===== config.mk =====
export PLATFORM = sky130hd
export DESIGN_NAME = noc_tx_packetizer
export DESIGN_NICKNAME = d
export VERILOG_FILES = /design/src/rtl/noc_tx_packetizer.sv
export SDC_FILE = /design/constraint.sdc
export NUM_CORES = 1
export LEC_CHECK = 0
export BUFFER_PORTS_ARGS = -buffer_cell sky130_fd_sc_hd__clkbuf_2
export CORE_AREA = 2 2 513 515
export CTS_BUF_LIST = sky130_fd_sc_hd__clkbuf_4 sky130_fd_sc_hd__clkbuf_8 sky130_fd_sc_hd__clkbuf_16
export CTS_CLUSTER_DIAMETER = 50
export DETAILED_ROUTE_END_ITERATION = 7
export DIE_AREA = 0 0 515 517
export PLACE_DENSITY = 0.43
export SLEW_MARGIN = 20
export SYNTH_ARGS = -nofsm -noshare
export SYNTH_HDL_FRONTEND = slang
export SYNTH_SLANG_ARGS = --single-unit

===== constraint.sdc =====
create_clock -name clk -period 30.5 [get_ports clk]
set_input_delay 1.525 -clock clk [delete_from_list [all_inputs] [get_ports clk]]
set_output_delay 1.525 -clock clk [all_outputs]
set_load 0.01 [all_outputs]

===== src/rtl/noc_tx_packetizer.sv =====
// Endpoint-to-mesh injection: accepts a whole packet, serialises it into flits and
// issues them to the router only while the local credit mirror shows buffer space.
module noc_tx_packetizer #(
   parameter  int FLIT_WIDTH        = 256,
   parameter  int DEST_WIDTH        = 4,
   parameter  int FLIT_BUFFER_DEPTH = 2,
   parameter  int MAX_FLITS         = 4,
   parameter  int LEN_WIDTH         = 3,
   localparam int CREDIT_WIDTH      = $clog2(FLIT_BUFFER_DEPTH + 1)
) (
   input  logic                            clk,
   input  logic                            rst,
   input  logic                            pkt_valid,
   output logic                            pkt_ready,
   input  logic [FLIT_WIDTH*MAX_FLITS-1:0] pkt_data,
   input  logic [DEST_WIDTH-1:0]           pkt_dest,
   input  logic [LEN_WIDTH-1:0]            pkt_len,
   output logic [FLIT_WIDTH-1:0]           data_out,
   output logic [DEST_WIDTH-1:0]           dest_out,
   output logic                            is_tail_out,
   output logic                            send_out,
   input  logic                            credit_in,
   output logic [CREDIT_WIDTH-1:0]         credit_count,
   output logic                            credit_err
);
   localparam int IDX_WIDTH = (MAX_FLITS > 1) ? $clog2(MAX_FLITS) : 1;
   localparam logic [CREDIT_WIDTH-1:0] CREDIT_MAX = CREDIT_WIDTH'(FLIT_BUFFER_DEPTH);
   localparam logic [LEN_WIDTH-1:0]    LEN_MAX    = LEN_WIDTH'(MAX_FLITS);

   typedef enum logic {
      IDLE = 1'b0,
      SEND = 1'b1
   } state_t;

   state_t                 state;
   logic [FLIT_WIDTH-1:0]  flits [MAX_FLITS];
   logic [DEST_WIDTH-1:0]  dest_q;
   logic [IDX_WIDTH-1:0]   idx;
   logic [IDX_WIDTH-1:0]   last_idx;
   logic [LEN_WIDTH-1:0]   eff_len;
   logic                   accept;
   logic                   issue;
   logic                   is_last;

   // Packet handshake: a packet transfers on a rising edge where pkt_valid and
   // pkt_ready are both high; pkt_ready depends only on state and rst, never on pkt_valid.
   assign pkt_ready = (state == IDLE) && !rst;
   assign accept    = pkt_valid && pkt_ready;
   assign issue     = (state == SEND) && (credit_count != '0);
   assign is_last   = (idx == last_idx);

   always_comb begin
      eff_len = pkt_len;
      if (pkt_len == '0) begin
         eff_len = LEN_WIDTH'(1);
      end else if (pkt_len > LEN_MAX) begin
         eff_len = LEN_MAX;
      end
   end

   always_ff @(posedge clk) begin
      if (accept) begin
         for (int k = 0; k < MAX_FLITS; k++) begin
            flits[k] <= pkt_data[k*FLIT_WIDTH +: FLIT_WIDTH];
         end
      end
   end

   always_ff @(posedge clk) begin
      if (rst) begin
         state        <= IDLE;
         idx          <= '0;
         last_idx     <= '0;
         dest_q       <= '0;
         data_out     <= '0;
         dest_out     <= '0;
         is_tail_out  <= 1'b0;
         send_out     <= 1'b0;
         credit_count <= CREDIT_MAX;
         credit_err   <= 1'b0;
      end else begin
         send_out    <= issue;
         is_tail_out <= issue && is_last;
         case (state)
            IDLE: begin
               if (accept) begin
                  dest_q   <= pkt_dest;
                  last_idx <= IDX_WIDTH'(eff_len - LEN_WIDTH'(1));
                  idx      <= '0;
                  state    <= SEND;
               end
            end
            SEND: begin
               if (issue) begin
                  data_out <= flits[idx];
                  dest_out <= dest_q;
                  idx      <= idx + IDX_WIDTH'(1);
                  if (is_last) begin
                     state <= IDLE;
                  end
               end
            end
            default: state <= IDLE;
         endcase

         // A credit arriving while the mirror is full means the router returned more than it took.
         case ({issue, credit_in})
            2'b10: credit_count <= credit_count - CREDIT_WIDTH'(1);
            2'b01: begin
               if (credit_count == CREDIT_MAX) begin
                  credit_err <= 1'b1;
               end else begin
                  credit_count <= credit_count + CREDIT_WIDTH'(1);
               end
            end
            default: ;
         endcase
      end
   end
endmodule


==> results.cfg, run 1 <==
[setup_path]
critPathLaunchType = input pin
critPathMaxStageDelay_ns = 0.93
cp.arrival_ns = 6.14
endpoint_kind = register
path_cells = clkbuf_2, nor3b_2, buf_4, buf_4, buf_4, buf_4, buf_12
crit_family = buffers and inverters
crit_top_cell = buf_4
critPathKind = input pin to register
ff2ff_path_depth = 6
path_max_fanout = 161
r2r_end = flits[2][161]
reg2reg_slack_ns = 25.42
crit_start = rst
worst-path-buf-inv = 6
slowest_stage = buf_4
cp.depth = 7
r2r-start = state
crit_path_end = flits[2][161]
worstPathRequired_ns = 30.91

[global_routing]
grt.met3_usage = 0.0629
first_global_vias = 27800
grt_max_degree = 193
gr-total-overflow = 0
gr-usage-met2 = 0.223
antenna_found_initial = 137
grt_use_met1 = 0.168
globalRoute.busiestLayer = met2
track_usage = 0.139
grt_pass1_wl_um = 252000

[logic_synthesis]
synth_area_per_cell_um2 = 22.8
netlist_area_um2 = 45400
synth_ff_type = edfxtp_1
synth-edff-count = 1024
yosys_warnings = 0
synth_seq_cells = 1298
syn_inst = 1993
seq_area_frac_synth = 0.799
synth-async-reset-ratio = 0
synth.distinct_cells = 32
synthesis.nets = 3028

[power]
ir_drop_mv = 0.0453
seqPwrFrac = 0.449
p_switching_uw = 1150
p_int_uw = 3520
p_clk_frac = 0.463
p_sw_frac = 0.247
pwr-share-comb = 0.088
power.leakage_uw = 0.0229
power_uw = 4680
pwr_density_cell_nw_per_um2 = 75.2

[placed_design]
hpwl_um = 150000
portBuffers = 1300
gp_congestion = 0.830
placed_cell_area_um2 = 55700

[floorplanning]
core_area_um2 = 261000
dieArea_um2 = 266000
die_w_um = 515
start_util = 0.174
ios = 1301
rows = 188
fp.dieH_um = 517

[routing]
drt-initial-drc-count = 2202
vias = 27000
dr.pass1.iters = 5
drc = 0
detail_route.wl_per_cell_um = 27.6
drtAntennaViolNets = 0
avgViaCountPerCell = 3.84
drt-total-wl_um = 194000

[sta]
fmax_ghz = 0.174
fin_crit_ns = 5.73
rsz0062_at_grt = no
clock_skew_ns = 0.0829
tightest_slew_ns = 1.10
setup_tns_ns = 0
setup_viol = 0
slew_headroom = 0.269
drv_slew = 0
min_period_over_period = 0.188
hold_violations = 0

[cts]
post_cts_resized = 0
cts.clk_slew.worst_paths_ns = 0.05
clk_latency_ns = 0.83
postCtsSetupRepairBufs = 0
cts_buffer_depth = 4
htreeDepth = 4
cts_tree = done
cts_hold_buf = 0
cts_root_buffer = clkbuf_16
clkSinkCount = 1298
cts_buffers = 191

[flow_run]
maxCapViolCount = 0

[layout]
regArea_um2 = 36200
final_nets = 4440
drive_above_1_share = 0.543
stdcell_area_um2 = 62100
fill_cells = 27100
utilization = 0.238
multi_input_comb_area_um2 = 8360
area_delta_synth_final_pct = 36.9

[outcome]
status = complete, no violations

[min_path]
hp-class = register to register
[tightest hold or removal path, stage by stage (launching register included)]
cell and delay, ns:
dfxtp_1 0.31, nand2_1 0.05, a21oi_1 0.05
[power groups by stage]
stage | clock network, uW | logic (uW) | registers [uW]
after floorplan | 0 | 208 | 2180
after global placement | 0 | 419 | 2140
after detailed placement | 0 | 422 | 2140
after CTS | 2230 | 424 | 2100
after global routing | 2290 | 443 | 2110
final | 2170 | 410 | 2100
[sequential cells by signal (all words and copies together) (netlist names)]
| name | flops |
|---|---|
| credit_count | 2 |
| state | 1 |
| last_idx | 2 |
| idx | 2 |
| is_tail_out | 1 |
| dest_q | 4 |
| data_out | 256 |
| dest_out | 4 |
| send_out | 1 |
| flits | 1024 |
| credit_err | 1 |
[kinds of logic after synthesis]
kind of cell	Yosys count	share of synthesized area
AOI/OAI and AO/OA	279	0.0524
xor gates and xnor gates	2	0.000386
buffers and inverters	122	0.0176
DFF	1298	0.799
muxes	258	0.128
and+or+nand+nor	34	0.00356
[worst min path at each step]
stage                      from           to  slack [ns]  cells past startpoint
global route        dest_out[2]  dest_out[2]        0.48                      2
global placement      dest_q[2]  dest_out[2]        0.45                      2
CTS                 dest_out[2]  dest_out[2]        0.46                      2
finish              dest_out[2]  dest_out[2]        0.46                      2
detailed placement  dest_out[2]  dest_out[2]        0.45                      2
floorplan             dest_q[0]  dest_out[0]        0.43                      2
[stage by stage]
step | instances | setup WS (ns) | hold WS (ns)
3_5_place_dp | 6631 | 23.82 | 0.453
3_3_place_gp | 6630 | 23.90 | 0.452
5_1_grt | 6986 | 24.42 | 0.482
6_report | 7022 | 24.77 | 0.457
2_1_floorplan | 1993 | 14.08 | 0.432
4_1_cts | 6977 | 24.72 | 0.460
[placed cells by master (no fill, tap or decap), drive strengths merged, types with 2 or more instances in the layout]
cell / instances
o21a: 2
diode: 44
o21ai: 6
bufinv: 8
a22o: 256
nor2: 7
clkbuf: 1536
buf: 37
a21oi: 8
mux4: 256
nand2b: 6
a211oi: 3
clkinvlp: 16
xor2: 2
nand2: 14
edfxtp: 1024
nor2b: 2
clkinv: 50
inv: 40
dfxtp: 274
[metal layers]
layer	share of wire	vias up	wire (um)
met5	0.0024	-	469
met4	0.026	72	5010
met3	0.11	348	21700
met2	0.46	1466	90000
met1	0.40	13700	76600
li1	-	11400	-
[Yosys cell counts (2+ instances only)]
| master | count | area share |
|---|---|---|
| nor2b_1 | 2 | 0.00028 |
| dfxtp_1 | 274 | 0.12 |
| buf_2 | 60 | 0.0066 |
| inv_1 | 4 | 0.00033 |
| xor2_1 | 2 | 0.00039 |
| nand2_1 | 14 | 0.0012 |
| a211oi_1 | 3 | 0.00050 |
| nor2_1 | 6 | 0.00050 |
| o21ai_0 | 5 | 0.00055 |
| clkbuf_1 | 10 | 0.00083 |
| buf_4 | 21 | 0.0035 |
| buf_6 | 25 | 0.0062 |
| o21a_1 | 2 | 0.00033 |
| a22o_1 | 256 | 0.049 |
| a21oi_1 | 8 | 0.00088 |
| nand2b_1 | 6 | 0.00083 |
| mux4_2 | 256 | 0.13 |
| edfxtp_1 | 1024 | 0.68 |
| buf_1 | 2 | 0.00017 |
[area by class of cell]
class                   instances  share of cell area
diodes                         44             0.00177
clock buffers                 236              0.0836
clock inverters               110              0.0170
inverters                       4            0.000242
multi-input cells             573               0.135
flip-flops and latches       1298               0.583
well taps                    3420              0.0689
repair buffers               1337               0.111
Power figures use the tool's default switching activity.
==> run 2, diff against run 1 <==
==> constraint.sdc (replaced) <==
create_clock -name clk -period 5.19 [get_ports clk]
set_input_delay 0.2595 -clock clk [delete_from_list [all_inputs] [get_ports clk]]
set_output_delay 0.2595 -clock clk [all_outputs]
set_load 0.01 [all_outputs]
==> run 2 against run 1 <==
Against the previous run: clock-buffer cell count is 2 higher; sequential power grew to 5.9 times the previous value; sequential share of layout area is 8.6 points lower; highest routed layer unchanged.
==> results.cfg, run 2 (synthesized netlist as in run 1, its figures left out) <==
[sta]
setup_tns_ns = 0
rsz0062_at_grt = no
tightest_slew_ns = 1.09
min_period_over_period = 0.487
whs_ns = 0.0980
setup_viol = 0
hold_violations = 0
fmax_ghz = 0.396
drv_slew = 0
fin_crit_ns = 2.53
slew_headroom = 0.270
clock_skew_ns = 0.0461

[global_routing]
first_global_vias = 32500
grt_max_degree = 165
gr-total-overflow = 0
grt_pass1_wl_um = 262000
grt.met3_usage = 0.0462
antenna_found_initial = 103
track_usage = 0.142
grt_use_met1 = 0.179
gr-usage-met2 = 0.227
globalRoute.busiestLayer = met2

[min_path]
hp-start = pkt_len[2]
hold_depth = 4
hold-path-endpoint = last_idx[1]
hp-class = input pin to register

[floorplanning]
start_util = 0.174
die_w_um = 515
core_area_um2 = 261000
rows = 188
fp.dieH_um = 517
dieArea_um2 = 266000
ios = 1301

[layout]
layout_commonest_cell = clkbuf_2
layout_common_cells = 1300 x clkbuf_2, 1033 x dlygate4sd3_1, 1024 x edfxtp_1
drive_above_1_share = 0.423
final_nets = 5490
regMostFlops = flits
largest_reg_flops = 1024
top_regs = flits (1024), data_out (256)
area_delta_synth_final_pct = 60.8
regArea_um2 = 36200
multi_input_comb_area_um2 = 8360
fill_cells = 26400

[setup_path]
worstPathRequired_ns = 5.63
crit_start = rst
r2r_end = data_out[206]
path_cells = dlygate4sd3_1, clkbuf_2, nor3b_2, buf_12, buf_4
critPathKind = input pin to register
endpoint_kind = register
ff2ff_path_depth = 4
path_max_fanout = 94
critPathLaunchType = input pin
slowest_stage = buf_4
cp.arrival_ns = 2.97
reg2reg_slack_ns = 2.69
critPathMaxStageDelay_ns = 0.86
r2r-start = idx[0]

[flow_run]
maxCapViolCount = 0

[cts]
htreeDepth = 4
cts_buffer_depth = 4
cts_root_buffer = clkbuf_16
cts_tree = done
cts.clk_slew.worst_paths_ns = 0.05
cts_buffers = 194
clk_latency_ns = 0.83
clkSinkCount = 1298

[outcome]
status = complete, no violations

[power]
power.leakage_uw = 0.0274
pwr_density_cell_nw_per_um2 = 393
power_uw = 28700
ir_drop_mv = 0.308

[placed_design]
hpwl_um = 148000
portBuffers = 1300
gp_congestion = 0.857

[routing]
drt-total-wl_um = 197000
vias = 30600
drc = 0
dr.pass1.iters = 7
drtAntennaViolNets = 0
drt-initial-drc-count = 2256
detail_route.wl_per_cell_um = 24.4
avgViaCountPerCell = 3.79
==> run 2: changes by cell type in the layout (fill, tap and decap cells not counted), moves of 3 or more <==
| cell | delta |
|---|---|
| buf_12 | +12 |
| inv_8 | +3 |
| clkbuf_8 | +5 |
| clkbuf_4 | -6 |
| dlygate4sd3_1 | +1033 |
| bufinv_16 | +5 |
| inv_6 | -4 |
| clkinv_2 | +6 |
| clkbuf_16 | +3 |
| buf_4 | +3 |
| clkinv_4 | -9 |
| clkinvlp_4 | +4 |
==> run 2: what timing repair did <==
item	4_1_cts	5_1_grt
setup buffers	0	0
resized for setup	0	0
hold endpoints to repair	1040	0
setup endpoints to repair	0	0
hold buffers	1033	0
==> run 2: worst max-delay path: cells and delay by family <==
family / cells / cell delay (ns)
buf+inv: 4 / 2.22
simple gates: 1 / 0.35
==> run 2: power breakdown <==
part | leakage, uW | internal, uW | switching, uW
sequential | 0.0117 | 12000 | 342
clock | 0.00318 | 8000 | 5150
combinational | 0.0125 | 1630 | 1590
total | 0.0274 | 21600 | 7080
==> run 2: layer usage <==
metal	up-vias	wire [um]
li1	13400	-
met1	15400	81100
met2	1446	90500
met3	335	18400
met4	60	6590
met5	-	387
==> run 2: area by class of cell <==
type	instances	area share
repair buffers	2384	0.239
clock inverters	115	0.0165
flip-flops and latches	1298	0.497
diodes	44	0.00151
multi-input cells	573	0.115
well taps	3420	0.0587
clock buffers	238	0.0725
inverters	4	0.000206
==> run 2: worst max path at each step <==
stage	endpoint	depth (start not counted)
floorplan	dest_q[0]	4
global placement	dest_q[1]	5
detailed placement	flits[3][147]	4
CTS	flits[0][99]	5
global route	dest_q[3]	6
finish	flits[3][94]	5
==> run 2: metrics by stage <==
step           area, um^2  std cells   util  setup WS, ns
2_1_floorplan       45400       1993      -          1.16
6_report            73000       8076  0.279          2.66
5_1_grt             72900       8045  0.279          2.46
4_1_cts             72800       8032  0.279          2.58
3_5_place_dp        56000       6646  0.215          2.42
3_3_place_gp        56000       6646  0.215          2.47
